===== config.mk =====
export PLATFORM = sky130hd
export DESIGN_NAME = bcd_updown_counter
export DESIGN_NICKNAME = d
export VERILOG_FILES = /design/src/rtl/bcd_pkg.sv /design/src/rtl/bcd_digit_cell.sv /design/src/rtl/bcd_updown_counter.sv
export SDC_FILE = /design/constraint.sdc
export NUM_CORES = 1
export LEC_CHECK = 0
export BUFFER_PORTS_ARGS = -buffer_cell sky130_fd_sc_hd__buf_2
export CAP_MARGIN = 25
export CORE_MARGIN = 2
export CORE_UTILIZATION = 44
export DETAILED_ROUTE_END_ITERATION = 8
export PLACE_DENSITY = 0.74
export SYNTH_ARGS = -nofsm -noshare
export SYNTH_HDL_FRONTEND = slang
export SYNTH_SLANG_ARGS = --single-unit

===== constraint.sdc =====
create_clock -name clk -period 3.4 [get_ports clk]
set_input_delay 0.17 -clock clk [delete_from_list [all_inputs] [get_ports clk]]
set_output_delay 0.17 -clock clk [all_outputs]
set_load 0.05 [all_outputs]

===== src/rtl/bcd_pkg.sv =====
// bcd_pkg: shared types, constants and helpers for the BCD counter family.
//   bcd_digit_t   - one packed BCD digit (4 bits)
//   bcd_sane_t    - a sanitized digit plus a flag saying the source nibble
//                   was not a legal BCD code
//   BCD_MAX/MIN   - the digit values that trigger carry / borrow
//   bcd_sanitize  - maps A..F to 0 and reports them as invalid
package bcd_pkg;

  typedef logic [3:0] bcd_digit_t;

  typedef struct packed {
    logic       invalid;
    bcd_digit_t digit;
  } bcd_sane_t;

  localparam bcd_digit_t BCD_MAX = 4'd9;
  localparam bcd_digit_t BCD_MIN = 4'd0;

  function automatic bcd_sane_t bcd_sanitize(input bcd_digit_t nib);
    bcd_sane_t res;
    if (nib > BCD_MAX) begin
      res.invalid = 1'b1;
      res.digit   = BCD_MIN;
    end else begin
      res.invalid = 1'b0;
      res.digit   = nib;
    end
    return res;
  endfunction

endpackage


===== src/rtl/bcd_digit_cell.sv =====
// bcd_digit_cell: one BCD digit register with wrap-around step.
// Ports:
//   clk, reset  - rising-edge clock, asynchronous active-high reset
//   step        - advance this digit by one on the next edge
//   up          - step direction: 1 = +1 (9 wraps to 0), 0 = -1 (0 wraps to 9)
//   load        - take load_digit on the next edge (overrides step)
//   load_digit  - already-sanitized BCD digit to load
//   digit       - current registered digit
//   at_max      - digit == 9 (carry condition for higher digits)
//   at_min      - digit == 0 (borrow condition for higher digits)
module bcd_digit_cell
  import bcd_pkg::*;
(
  input  logic       clk,
  input  logic       reset,
  input  logic       step,
  input  logic       up,
  input  logic       load,
  input  logic [3:0] load_digit,
  output logic [3:0] digit,
  output logic       at_max,
  output logic       at_min
);

  bcd_digit_t digit_r;
  bcd_digit_t digit_next;

  // Only legal BCD values can ever be produced: 9 and 0 wrap explicitly
  // instead of relying on 4-bit overflow.
  always_comb begin
    digit_next = digit_r;
    if (load) begin
      digit_next = load_digit;
    end else if (step) begin
      if (up) begin
        digit_next = (digit_r == BCD_MAX) ? BCD_MIN : digit_r + 4'd1;
      end else begin
        digit_next = (digit_r == BCD_MIN) ? BCD_MAX : digit_r - 4'd1;
      end
    end
  end

  always_ff @(posedge clk or posedge reset) begin
    if (reset) begin
      digit_r <= BCD_MIN;
    end else begin
      digit_r <= digit_next;
    end
  end

  assign digit  = digit_r;
  assign at_max = (digit_r == BCD_MAX);
  assign at_min = (digit_r == BCD_MIN);

endmodule


===== src/rtl/bcd_updown_counter.sv =====
// bcd_updown_counter: DIGITS-digit BCD up/down counter with parallel load,
// terminal count and wrap reporting.
// Ports:
//   clk, reset  - rising-edge clock, asynchronous active-high reset
//   en          - count enable, one step per cycle
//   up          - 1 = increment, 0 = decrement (no pipeline, takes effect now)
//   load        - parallel load strobe, wins over en
//   load_val    - BCD value to load, digit i at [4i+3:4i]; A..F load as 0
//   q           - registered count, digit 0 least significant
//   ena         - combinational step strobes of digits 1..DIGITS-1;
//                 bit j is the strobe for digit j+1. With DIGITS=1 there
//                 are no upper digits and the single bit is tied to 0.
//   tc          - combinational terminal count (next step wraps)
//   wrap        - registered pulse, the cycle after a wrap edge
//   load_err    - registered pulse, the cycle after a load with A..F nibbles
module bcd_updown_counter
  import bcd_pkg::*;
#(
  parameter int DIGITS = 4,
  localparam int ENA_W = (DIGITS > 1) ? DIGITS - 1 : 1
) (
  input  logic                  clk,
  input  logic                  reset,
  input  logic                  en,
  input  logic                  up,
  input  logic                  load,
  input  logic [4*DIGITS-1:0]   load_val,
  output logic [4*DIGITS-1:0]   q,
  output logic [ENA_W-1:0]      ena,
  output logic                  tc,
  output logic                  wrap,
  output logic                  load_err
);

  logic [DIGITS-1:0] at_max;
  logic [DIGITS-1:0] at_min;
  logic [DIGITS-1:0] step;
  logic [DIGITS-1:0] nib_invalid;
  // all_max[i] / all_min[i]: every digit below i is 9 / 0.
  // Index DIGITS covers the whole count and feeds tc.
  logic [DIGITS:0]   all_max;
  logic [DIGITS:0]   all_min;
  logic              count_ok;
  logic              wrap_r;
  logic              load_err_r;

  assign count_ok   = en & ~load;
  assign all_max[0] = 1'b1;
  assign all_min[0] = 1'b1;

  for (genvar i = 0; i < DIGITS; i++) begin : g_digit
    bcd_sane_t sane;

    assign sane           = bcd_sanitize(load_val[4*i +: 4]);
    assign nib_invalid[i] = sane.invalid;
    assign all_max[i+1]   = all_max[i] & at_max[i];
    assign all_min[i+1]   = all_min[i] & at_min[i];
    assign step[i]        = count_ok & (up ? all_max[i] : all_min[i]);

    bcd_digit_cell u_cell (
      .clk        (clk),
      .reset      (reset),
      .step       (step[i]),
      .up         (up),
      .load       (load),
      .load_digit (sane.digit),
      .digit      (q[4*i +: 4]),
      .at_max     (at_max[i]),
      .at_min     (at_min[i])
    );
  end

  if (DIGITS > 1) begin : g_ena
    assign ena = step[DIGITS-1:1];
  end else begin : g_no_ena
    assign ena = 1'b0;
  end

  // tc already includes ~load, so a load cycle can never report a wrap.
  assign tc = count_ok & (up ? all_max[DIGITS] : all_min[DIGITS]);

  always_ff @(posedge clk or posedge reset) begin
    if (reset) begin
      wrap_r     <= 1'b0;
      load_err_r <= 1'b0;
    end else begin
      wrap_r     <= tc;
      load_err_r <= load & (|nib_invalid);
    end
  end

  assign wrap     = wrap_r;
  assign load_err = load_err_r;

endmodule


==> impl_metrics.sql, run 1 <==
INSERT INTO impl_metrics (metric_group, metric, value, unit) VALUES
('grt', 'gr-total-overflow', '0', ''),
('cells_and_area', 'sequential_cell_area', '450', 'sq um'),
('cts', 'tritoncts_clock_tree', 'done', ''),
('worst_setup_path', 'crit_fanout', '12', ''),
('timing', 'tns', '0', 'ps'),
('floorplan', 'die_h', '65.7', 'um'),
('worst_setup_path', 'crit_path_start_kind', 'register', ''),
('yosys', 'synthesis.nets', '237', ''),
('routing', 'firstDrtPassIters', '4', ''),
('floorplan', 'design.die.area', '4320', 'sq um'),
('cells_and_area', 'synthToLayoutAreaGrowth', '10.8', '%'),
('grt', 'grt_pass1_wl', '6.73', 'mm'),
('grt', 'grt_start_max_net_pins', '43', ''),
('worst_setup_path', 'slowest_delay', '500', 'ps'),
('outcome', 'run_status', 'finished, final reports clean', ''),
('grt', 'grt_antenna_before_repair', '0', ''),
('worst_setup_path', 'cp-end-kind', 'output port', ''),
('yosys', 'yosys-top-cells-area', 'dfrtp_1, o21ai_0, nand3_1', ''),
('run', 'cap_violations', '0', ''),
('yosys', 'synthAdderAreaFrac', '0', '%'),
('yosys', 'postSynth.asyncResetShare', '100', '%'),
('worst_setup_path', 'worst_r2r_path_depth', '4', ''),
('placement', 'routabilityCongestion', '0.825', ''),
('cts', 'clock_tree.root_cell', 'clkbuf_8', ''),
('routing', 'drt-total-wl', '4.00', 'mm'),
('floorplan', 'initial_utilization', '45.8', '%'),
('yosys', 'synth_top_family_by_area', 'simple AND/OR/NAND/NOR gates', ''),
('timing', 'fin_skew', '3.66', 'ps'),
('timing', 'finalCriticalPeriod', '2330', 'ps'),
('cells_and_area', 'design_area', '1860', 'sq um'),
('timing', 'timing.final.hold_violations', '0', ''),
('power_and_ir_drop', 'cell_area_power_density', '381', 'nW/um^2'),
('yosys', 'synth.ff_latch_count', '18', ''),
('cts', 'clock-sinks', '18', ''),
('worst_setup_path', 'critical_path_required', '3230', 'ps'),
('worst_setup_path', 'rr_startpoint', 'g_digit[1].u_cell.digit[2]', ''),
('placement', 'port_buffers', '42', ''),
('timing', 'fmax', '429', 'MHz'),
('timing', 'grt_setup_unrepaired', 'false', ''),
('yosys', 'yosysSeqAreaShare', '26.9', '%'),
('worst_setup_path', 'arrival', '2160', 'ps'),
('worst_setup_path', 'r2r_end', 'g_digit[3].u_cell.digit[1]', ''),
('routing', 'drc', '0', ''),
('yosys', 'synthDistinctLibCells', '52', ''),
('grt', 'gr_usage_total', '19.6', '%'),
('cts', 'clk_transition_reported_paths', '70', 'ps'),
('yosys', 'post_synth_inst_count', '216', ''),
('cts', 'insertion_delay', '250', 'ps'),
('cts', 'holdBufCountCts', '0', ''),
('power_and_ir_drop', 'leakage', '0.794', 'nW'),
('yosys', 'synthMostInstantiatedCell', 'o21ai_0', ''),
('hold_path', 'hold_path_class', 'primary input to async pin', ''),
('cts', 'cts.path.max_buffers', '2', ''),
('worst_setup_path', 'worst_setup_path_startpoint', 'g_digit[1].u_cell.digit[2]', ''),
('yosys', 'synthXorXnorAreaFrac', '4.18', '%'),
('yosys', 'yosys_warnings', '0', ''),
('cells_and_area', 'final_core_density', '50.7', '%'),
('yosys', 'syn_area', '1680', 'sq um'),
('worst_setup_path', 'crit_end', 'tc', ''),
('floorplan', 'ioPinCount', '43', ''),
('power_and_ir_drop', 'post-layout-total-power', '0.707', 'mW'),
('routing', 'detailedRoute.firstIterationViolations', '95', ''),
('routing', 'dr_total_vias', '1672', ''),
('cts', 'cts_max_level', '1', ''),
('yosys', 'synthTopCellsByCount', 'o21ai_0, dfrtp_1, nor2_1', ''),
('timing', 'max_slew_margin', '50.9', '%'),
('timing', 'period_share', '68.6', '%'),
('worst_setup_path', 'worst_path_max_delay_cell', 'dfrtp_1', ''),
('yosys', 'post_synth.cell_area_avg', '7.76', 'sq um'),
('yosys', 'synth_simple_gate_area_share', '30.6', '%'),
('yosys', 'synth_compound_area_share', '27.3', '%');
cell type report:
type,count,share of cell area (%)
Multi-Input combinational cell,164,56.6
Sequential cell,18,24.3
Timing Repair Buffer,42,11.3
Tap cell,48,3.23
Clock buffer,4,2.96
Inverter,8,1.62
registers in the layout, indices dropped and copies added, names as in the netlist:
name / flops
g_digit.u_cell.digit: 16
load_err: 1
wrap: 1
per-stage QoR:
step | std cells | hold WS (ps) | setup slack [ps]
6_report | 284 | 34.4 | 1070
5_1_grt | 284 | 93.8 | 921
4_1_cts | 284 | 58.1 | 1080
3_5_place_dp | 280 | 337 | 1300
3_3_place_gp | 280 | 331 | 1370
2_1_floorplan | 216 | 109 | 74.2
layer usage:
metal / share of wire, % / up-vias / GRT usage [%]
met4: 0.73 / 0 / 5.47
li1: - / 840 / -
met2: 47 / 28 / 32.4
met5: 0 / - / 0
met3: 3.4 / 2 / 1.54
met1: 49 / 802 / 27.4
cell families (layout without fill, tap and decap cells):
group                     Yosys count  after routing
and+or+nand+nor                    87             87
AOI/OAI and AO/OA                  68             68
buffers and inverters              34             54
DFF                                18             18
xor gates and xnor gates            8              8
muxes                               1              1
worst min path at each step:
| stage | depth (start not counted) | start | to | slack, ps |
|---|---|---|---|---|
| 6_report | 2 | reset | g_digit[2].u_cell.digit[2] | 30 |
| 5_1_grt | 2 | reset | g_digit[0].u_cell.digit[3] | 90 |
| 3_5_place_dp | 2 | reset | g_digit[0].u_cell.digit[1] | 340 |
| 4_1_cts | 2 | reset | g_digit[2].u_cell.digit[2] | 60 |
| 3_3_place_gp | 2 | reset | g_digit[0].u_cell.digit[1] | 330 |
| 2_1_floorplan | 1 | reset | g_digit[0].u_cell.digit[0] | 110 |
where the power goes:
part / switching (mW) / internal [mW] / total [mW]
Sequential: 0.0557 / 0.233 / 0.288
Combinational: 0.156 / 0.0848 / 0.241
Clock: 0.0749 / 0.103 / 0.178
Total: 0.286 / 0.420 / 0.707
worst max-delay path, delay by kind of cell, from the launching register on:
kind / cells / cell delay, ps
buf+inv: 1 / 340
compound gates: 1 / 150
flops: 1 / 500
simple gates: 3 / 910
layout by cell type, fill, tap and decap left out, types with 4 or more instances in the layout:
cell type and count:
a21boi_0 4, a21oi_1 6, and3_1 6, buf_2 42, clkbuf_8 4, dfrtp_1 18, inv_1 8, nand2_1 9
nand2b_1 7, nand3_1 12, nand3b_1 6, nor2_1 15, nor2b_1 4, nor3_1 5, o211ai_1 7, o21ai_0 19
o22ai_1 7, or2_2 4, xnor2_1 5
Note: power is estimated with default switching activity, not from simulation.
==> run 2, diff against run 1 <==
Settings changed: PLACE_DENSITY 0.74 to 0.77.
Clock period 3.4 ns to 1.9 ns, I/O delays scaled along.
==> impl_metrics.sql, run 2 (synthesized netlist as in run 1, its figures left out) <==
INSERT INTO impl_metrics (metric_group, metric, value, unit) VALUES
('grt', 'grt_start_max_net_pins', '24', ''),
('grt', 'vias_in_the_first_global_route', '1415', ''),
('routing', 'firstDrtPassIters', '4', ''),
('cells_and_area', 'final_core_density', '57.9', '%'),
('timing', 'timing.final.hold_violations', '0', ''),
('worst_setup_path', 'buf_inv_stages_crit_path', '1', ''),
('floorplan', 'ioPinCount', '43', ''),
('hold_path', 'whs_endpoint', 'g_digit[0].u_cell.digit[2]', ''),
('worst_setup_path', 'worst_setup_path_startpoint', 'g_digit[0].u_cell.digit[1]', ''),
('hold_path', 'timing.hold.worst_path_depth', '2', ''),
('worst_setup_path', 'r2r_end', 'g_digit[3].u_cell.digit[2]', ''),
('outcome', 'run_status', 'finished, final reports clean', ''),
('worst_setup_path', 'critPathMostFrequentCell', 'nor4b_4', ''),
('grt', 'gr_usage_total', '20.5', '%'),
('power_and_ir_drop', 'ir_worst_vdd', '0.000238', 'V'),
('power_and_ir_drop', 'combPwrFrac', '40.1', '%'),
('floorplan', 'core', '3660', 'sq um'),
('placement', 'routabilityCongestion', '0.860', ''),
('worst_setup_path', 'worst-r2r-setup-slack', '70', 'ps'),
('worst_setup_path', 'criticalPathCategory', 'register to output port', ''),
('cells_and_area', 'insertedDiodeCount', '0', ''),
('power_and_ir_drop', 'swShare', '40.6', '%'),
('floorplan', 'fp-row-count', '22', ''),
('power_and_ir_drop', 'clock_power_share', '24.5', '%'),
('cells_and_area', 'layout_common_cells', 'buf_2, buf_4, o21ai_0, nor2_1, nand3_1', ''),
('timing', 'tightestPinTransition', '703', 'ps'),
('cts', 'insertion_delay', '270', 'ps'),
('power_and_ir_drop', 'netSwitchingPower', '0.556', 'mW'),
('hold_path', 'hold_path_class', 'primary input to register', ''),
('cts', 'clock-sinks', '18', ''),
('power_and_ir_drop', 'cell_area_power_density', '646', 'nW/um^2'),
('timing', 'finalCriticalPeriod', '1890', 'ps'),
('power_and_ir_drop', 'leakage', '0.909', 'nW'),
('routing', 'detailedRoute.firstIterationViolations', '99', ''),
('cts', 'cts_max_level', '1', ''),
('routing', 'route.detailed.vias_per_inst', '5.79', ''),
('worst_setup_path', 'rr_startpoint', 'g_digit[0].u_cell.digit[1]', ''),
('timing', 'fmax', '528', 'MHz'),
('floorplan', 'design.die.area', '4320', 'sq um'),
('worst_setup_path', 'critical_path_required', '1800', 'ps'),
('floorplan', 'floorplan.die.width', '65.7', 'um'),
('cts', 'tritoncts.num_buffers', '3', ''),
('routing', 'drc', '0', ''),
('worst_setup_path', 'worst_r2r_path_depth', '7', ''),
('floorplan', 'die_h', '65.7', 'um'),
('worst_setup_path', 'crit_path_start_kind', 'register', ''),
('power_and_ir_drop', 'cellInternalPower', '0.813', 'mW'),
('power_and_ir_drop', 'power_frac_seq', '35.4', '%'),
('routing', 'post_drt_wl_per_cell', '14.2', 'um'),
('routing', 'drt-total-wl', '4.35', 'mm'),
('cells_and_area', 'synthToLayoutAreaGrowth', '26.6', '%'),
('worst_setup_path', 'timing.critical_path.cells', 'nor4b_4 > o211ai_1 > nor2_1 > nor4b_4 > buf_6', ''),
('placement', 'preCtsSetupSlack', '97.3', 'ps'),
('run', 'cap_violations', '0', ''),
('power_and_ir_drop', 'post-layout-total-power', '1.37', 'mW'),
('cells_and_area', 'finish.net_count', '281', ''),
('timing', 'grt_setup_unrepaired', 'true', ''),
('timing', 'final.setup.worst_slack', '5.56', 'ps'),
('cts', 'cts.path.max_buffers', '2', ''),
('worst_setup_path', 'crit_fanout', '3', ''),
('worst_setup_path', 'worstSetupPathDepth', '5', ''),
('routing', 'ant_nets', '0', ''),
('timing', 'tns', '0', 'ps'),
('floorplan', 'initial_utilization', '45.8', '%'),
('timing', 'max_slew_margin', '53.1', '%'),
('placement', 'port_buffers', '42', ''),
('worst_setup_path', 'critical_path.top_delay_family', 'simple AND/OR/NAND/NOR gates', ''),
('timing', 'setup_viol', '0', ''),
('cts', 'clock_tree.root_cell', 'clkbuf_8', ''),
('timing', 'period_share', '99.7', '%'),
('cells_and_area', 'layout-drive-gt1-share', '35.5', '%'),
('timing', 'hold_ws', '44.3', 'ps'),
('worst_setup_path', 'cp-end-kind', 'output port', ''),
('hold_path', 'timing.hold.worst.start', 'load_val[3]', ''),
('timing', 'fin_skew', '3.44', 'ps'),
('cts', 'tritoncts_clock_tree', 'done', ''),
('grt', 'grt_pass1_wl', '6.71', 'mm'),
('grt', 'gr-total-overflow', '0', ''),
('grt', 'grt_antenna_before_repair', '0', ''),
('cells_and_area', 'largest_reg_flops', '16', ''),
('cells_and_area', 'layout_commonest_cell', 'buf_2', ''),
('worst_setup_path', 'worst_path_max_delay_cell', 'dfrtp_2', ''),
('placement', 'detailed_place_hpwl', '3.11', 'mm'),
('worst_setup_path', 'slowest_delay', '430', 'ps'),
('timing', 'report.final.slew_viol_count', '0', ''),
('routing', 'dr_total_vias', '1777', ''),
('worst_setup_path', 'arrival', '1800', 'ps'),
('cts', 'clk_transition_reported_paths', '70', 'ps');
## run 2: area by class of cell
| class | count | area [sq um] |
|---|---|---|
| Fill cell | 347 | 1540 |
| Multi-Input combinational cell | 164 | 1110 |
| Sequential cell | 18 | 463 |
| Timing Repair Buffer | 65 | 398 |
| Tap cell | 48 | 60.1 |
| Clock buffer | 4 | 55.1 |
| Inverter | 8 | 32.5 |
## run 2: how the worst max path moves through the flow
stage                                 endpoint
finish                                      tc
detailed placement  g_digit[3].u_cell.digit[1]
CTS                                         tc
global route                                tc
global placement    g_digit[3].u_cell.digit[1]
floorplan                                 wrap
## run 2: power by group through the flow
stage | combinational (mW) | sequential [mW] | clock, mW
6_report | 0.549 | 0.485 | 0.335
3_5_place_dp | 0.510 | 0.491 | 0
2_1_floorplan | 0.304 | 0.574 | 0
3_3_place_gp | 0.503 | 0.488 | 0
5_1_grt | 0.594 | 0.492 | 0.358
4_1_cts | 0.518 | 0.483 | 0.342
## run 2: routing by layer
layer	global-route usage [%]	share of wire, %	vias to the layer above
met5	0	0	-
met4	8.07	1.4	0
met3	3.60	5.0	5
met2	30.3	47	42
met1	29.4	46	845
li1	-	-	885
## run 2: stage by stage
stage          instance area [sq um]  std cells
2_1_floorplan                   1720        216
3_3_place_gp                    1930        292
3_5_place_dp                    1930        292
4_1_cts                         2030        299
5_1_grt                         2120        307
6_report                        2120        307
## run 2: what timing repair did
action,4_1_cts,5_1_grt
setup buffers,2,9
pin swaps,1,4
hold buffers,1,0
gates resized for setup,5,7
hold endpoints to repair,18,0
cloned,0,0
setup endpoints to repair,2,5
## run 2: worst reg2reg max path, cell delays in order (launching register included)
cell	delay, ps
dfrtp_2	430
nor4b_4	320
buf_4	160
o211ai_1	90
buf_4	170
buf_4	130
or2_2	260
o211ai_1	180
==> run 3, diff against run 2 <==
Settings changed: CORE_UTILIZATION 44 to 48, PLACE_DENSITY 0.77 to 0.82.
==> impl_metrics.sql, run 3 (synthesized netlist as in run 1, its figures left out) <==
INSERT INTO impl_metrics (metric_group, metric, value, unit) VALUES
('timing', 'finalCriticalPeriod', '1980', 'ps'),
('cts', 'cts.path.max_buffers', '2', ''),
('cts', 'tritoncts.num_buffers', '3', ''),
('routing', 'firstDrtPassIters', '4', ''),
('timing', 'grt_setup_unrepaired', 'true', ''),
('cells_and_area', 'finish.net_count', '282', ''),
('grt', 'gr-total-overflow', '0', ''),
('worst_setup_path', 'crit_fanout', '3', ''),
('cts', 'insertion_delay', '320', 'ps'),
('floorplan', 'fp-row-count', '21', ''),
('worst_setup_path', 'arrival', '1880', 'ps'),
('timing', 'fin_skew', '5.37', 'ps'),
('worst_setup_path', 'timing.critical_path.cells', 'nor4b_4 > o211ai_1 > nor2_1 > nor4b_4 > buf_6', ''),
('routing', 'drc', '0', ''),
('worst_setup_path', 'criticalPathCategory', 'register to output port', ''),
('floorplan', 'core', '3340', 'sq um'),
('cells_and_area', 'largest_reg_flops', '16', ''),
('cells_and_area', 'layout-drive-gt1-share', '35.0', '%'),
('timing', 'report.final.slew_viol_count', '0', ''),
('routing', 'ant_nets', '0', ''),
('placement', 'detailed_place_hpwl', '2.97', 'mm'),
('run', 'cap_violations', '0', ''),
('power_and_ir_drop', 'ir_worst_vdd', '0.000312', 'V'),
('cts', 'cts_max_level', '1', ''),
('timing', 'period_share', '104', '%'),
('cells_and_area', 'synthToLayoutAreaGrowth', '25.2', '%'),
('placement', 'dp.cells', '289', ''),
('timing', 'final.setup.worst_slack', '-77.0', 'ps'),
('floorplan', 'initial_utilization', '50.2', '%'),
('cells_and_area', 'layout_common_cells', 'buf_2, buf_4, o21ai_0, nor2_1, nand3_1', ''),
('hold_path', 'timing.hold.worst.start', 'load_val[3]', ''),
('placement', 'routabilityCongestion', '0.889', ''),
('worst_setup_path', 'worst-r2r-setup-slack', '20', 'ps'),
('floorplan', 'die_h', '63.1', 'um'),
('hold_path', 'hold_path_class', 'primary input to register', ''),
('placement', 'port_buffers', '42', ''),
('cells_and_area', 'final_core_density', '62.8', '%'),
('cts', 'clock-sinks', '18', ''),
('worst_setup_path', 'worst_path_max_delay_cell', 'dfrtp_2', ''),
('worst_setup_path', 'crit_path_start_kind', 'register', ''),
('worst_setup_path', 'worst_r2r_path_depth', '5', ''),
('worst_setup_path', 'slowest_delay', '440', 'ps'),
('grt', 'vias_in_the_first_global_route', '1491', ''),
('grt', 'gr_usage_total', '21.8', '%'),
('power_and_ir_drop', 'leakage', '0.895', 'nW'),
('timing', 'timing.final.hold_violations', '0', ''),
('worst_setup_path', 'worst_setup_path_startpoint', 'g_digit[0].u_cell.digit[2]', ''),
('timing', 'max_slew_margin', '52.2', '%'),
('placement', 'detailed_place.area', '1920', 'sq um'),
('worst_setup_path', 'critical_path_required', '1800', 'ps'),
('routing', 'route.detailed.vias_per_inst', '5.89', ''),
('cts', 'clk_transition_reported_paths', '120', 'ps'),
('worst_setup_path', 'crit_end', 'tc', ''),
('floorplan', 'design.die.area', '3980', 'sq um'),
('worst_setup_path', 'r2r_end', 'g_digit[3].u_cell.digit[1]', ''),
('routing', 'post_drt_wl_per_cell', '14.2', 'um'),
('power_and_ir_drop', 'post-layout-total-power', '1.28', 'mW'),
('power_and_ir_drop', 'cell_area_power_density', '609', 'nW/um^2'),
('timing', 'tightestPinTransition', '716', 'ps'),
('timing', 'setup_viol', '1', ''),
('worst_setup_path', 'buf_inv_stages_crit_path', '1', ''),
('outcome', 'run_status', 'finished, violations left', ''),
('routing', 'dr_total_vias', '1803', ''),
('grt', 'grt_antenna_before_repair', '0', ''),
('grt', 'grt_pass1_wl', '7.05', 'mm'),
('worst_setup_path', 'critPathMostFrequentCell', 'nor4b_4', ''),
('routing', 'drt-total-wl', '4.34', 'mm'),
('cts', 'tritoncts_clock_tree', 'done', ''),
('floorplan', 'floorplan.die.width', '63.1', 'um'),
('worst_setup_path', 'cp-end-kind', 'output port', ''),
('worst_setup_path', 'critical_path.top_delay_family', 'simple AND/OR/NAND/NOR gates', ''),
('outcome', 'failed_checks', 'setup timing', ''),
('routing', 'detailedRoute.firstIterationViolations', '194', ''),
('worst_setup_path', 'rr_startpoint', 'g_digit[0].u_cell.digit[2]', ''),
('cells_and_area', 'post_layout_nonfiller_instances', '306', ''),
('floorplan', 'ioPinCount', '43', ''),
('cts', 'clock_tree.root_cell', 'clkbuf_4', ''),
('timing', 'fmax', '506', 'MHz'),
('cells_and_area', 'insertedDiodeCount', '0', ''),
('cells_and_area', 'layout_commonest_cell', 'buf_2', ''),
('worst_setup_path', 'worstSetupPathDepth', '5', ''),
('grt', 'grt_start_max_net_pins', '24', ''),
('cells_and_area', 'design_area', '2100', 'sq um');
run 3: final cells by class:
class                      count  area, sq um
fill                         314         1240
inverter                       8         32.5
multi-input combinational    164         1090
tap                           46         57.6
clock buffer                   4         36.3
timing repair buffer          66          414
sequential                    18          463
run 3: where the power goes:
group | internal (mW) | switching (mW)
clock network | 0.117 | 0.142
registers | 0.421 | 0.0566
logic | 0.200 | 0.341
run 3: layer usage:
metal	GRT usage [%]	vias to the layer above	part of all wire, %
li1	-	883	-
met1	31.0	839	44
met2	33.8	76	47
met3	2.86	5	7.8
met4	8.06	0	1.6
met5	0	-	0
run 3: repair_timing:
action,4_1_cts,5_1_grt
buffers inserted,2,10
hold endpoints to repair,19,0
pin swaps,0,5
hold buffers,2,0
endpoints found under the setup margin,2,5
gates resized for setup,5,7
run 3: worst min-delay path by stage:
stage / to / slack (ps) / cells after the start
finish: g_digit[0].u_cell.digit[2] / 10 / 2
global route: g_digit[0].u_cell.digit[2] / 20 / 2
CTS: g_digit[0].u_cell.digit[2] / 4 / 2
detailed placement: g_digit[2].u_cell.digit[1] / 240 / 2
global placement: g_digit[2].u_cell.digit[3] / 230 / 2
floorplan: g_digit[1].u_cell.digit[2] / 30 / 1
run 3: stage by stage:
stage               setup slack [ps]  TNS, ps  hold slack (ps)
floorplan                       -143     -188             32.9
detailed placement               110        0              239
global placement                 177        0              229
CTS                            -95.8    -95.8             4.31
global route                    -121     -189             16.7
finish                         -77.0    -77.0             10.1
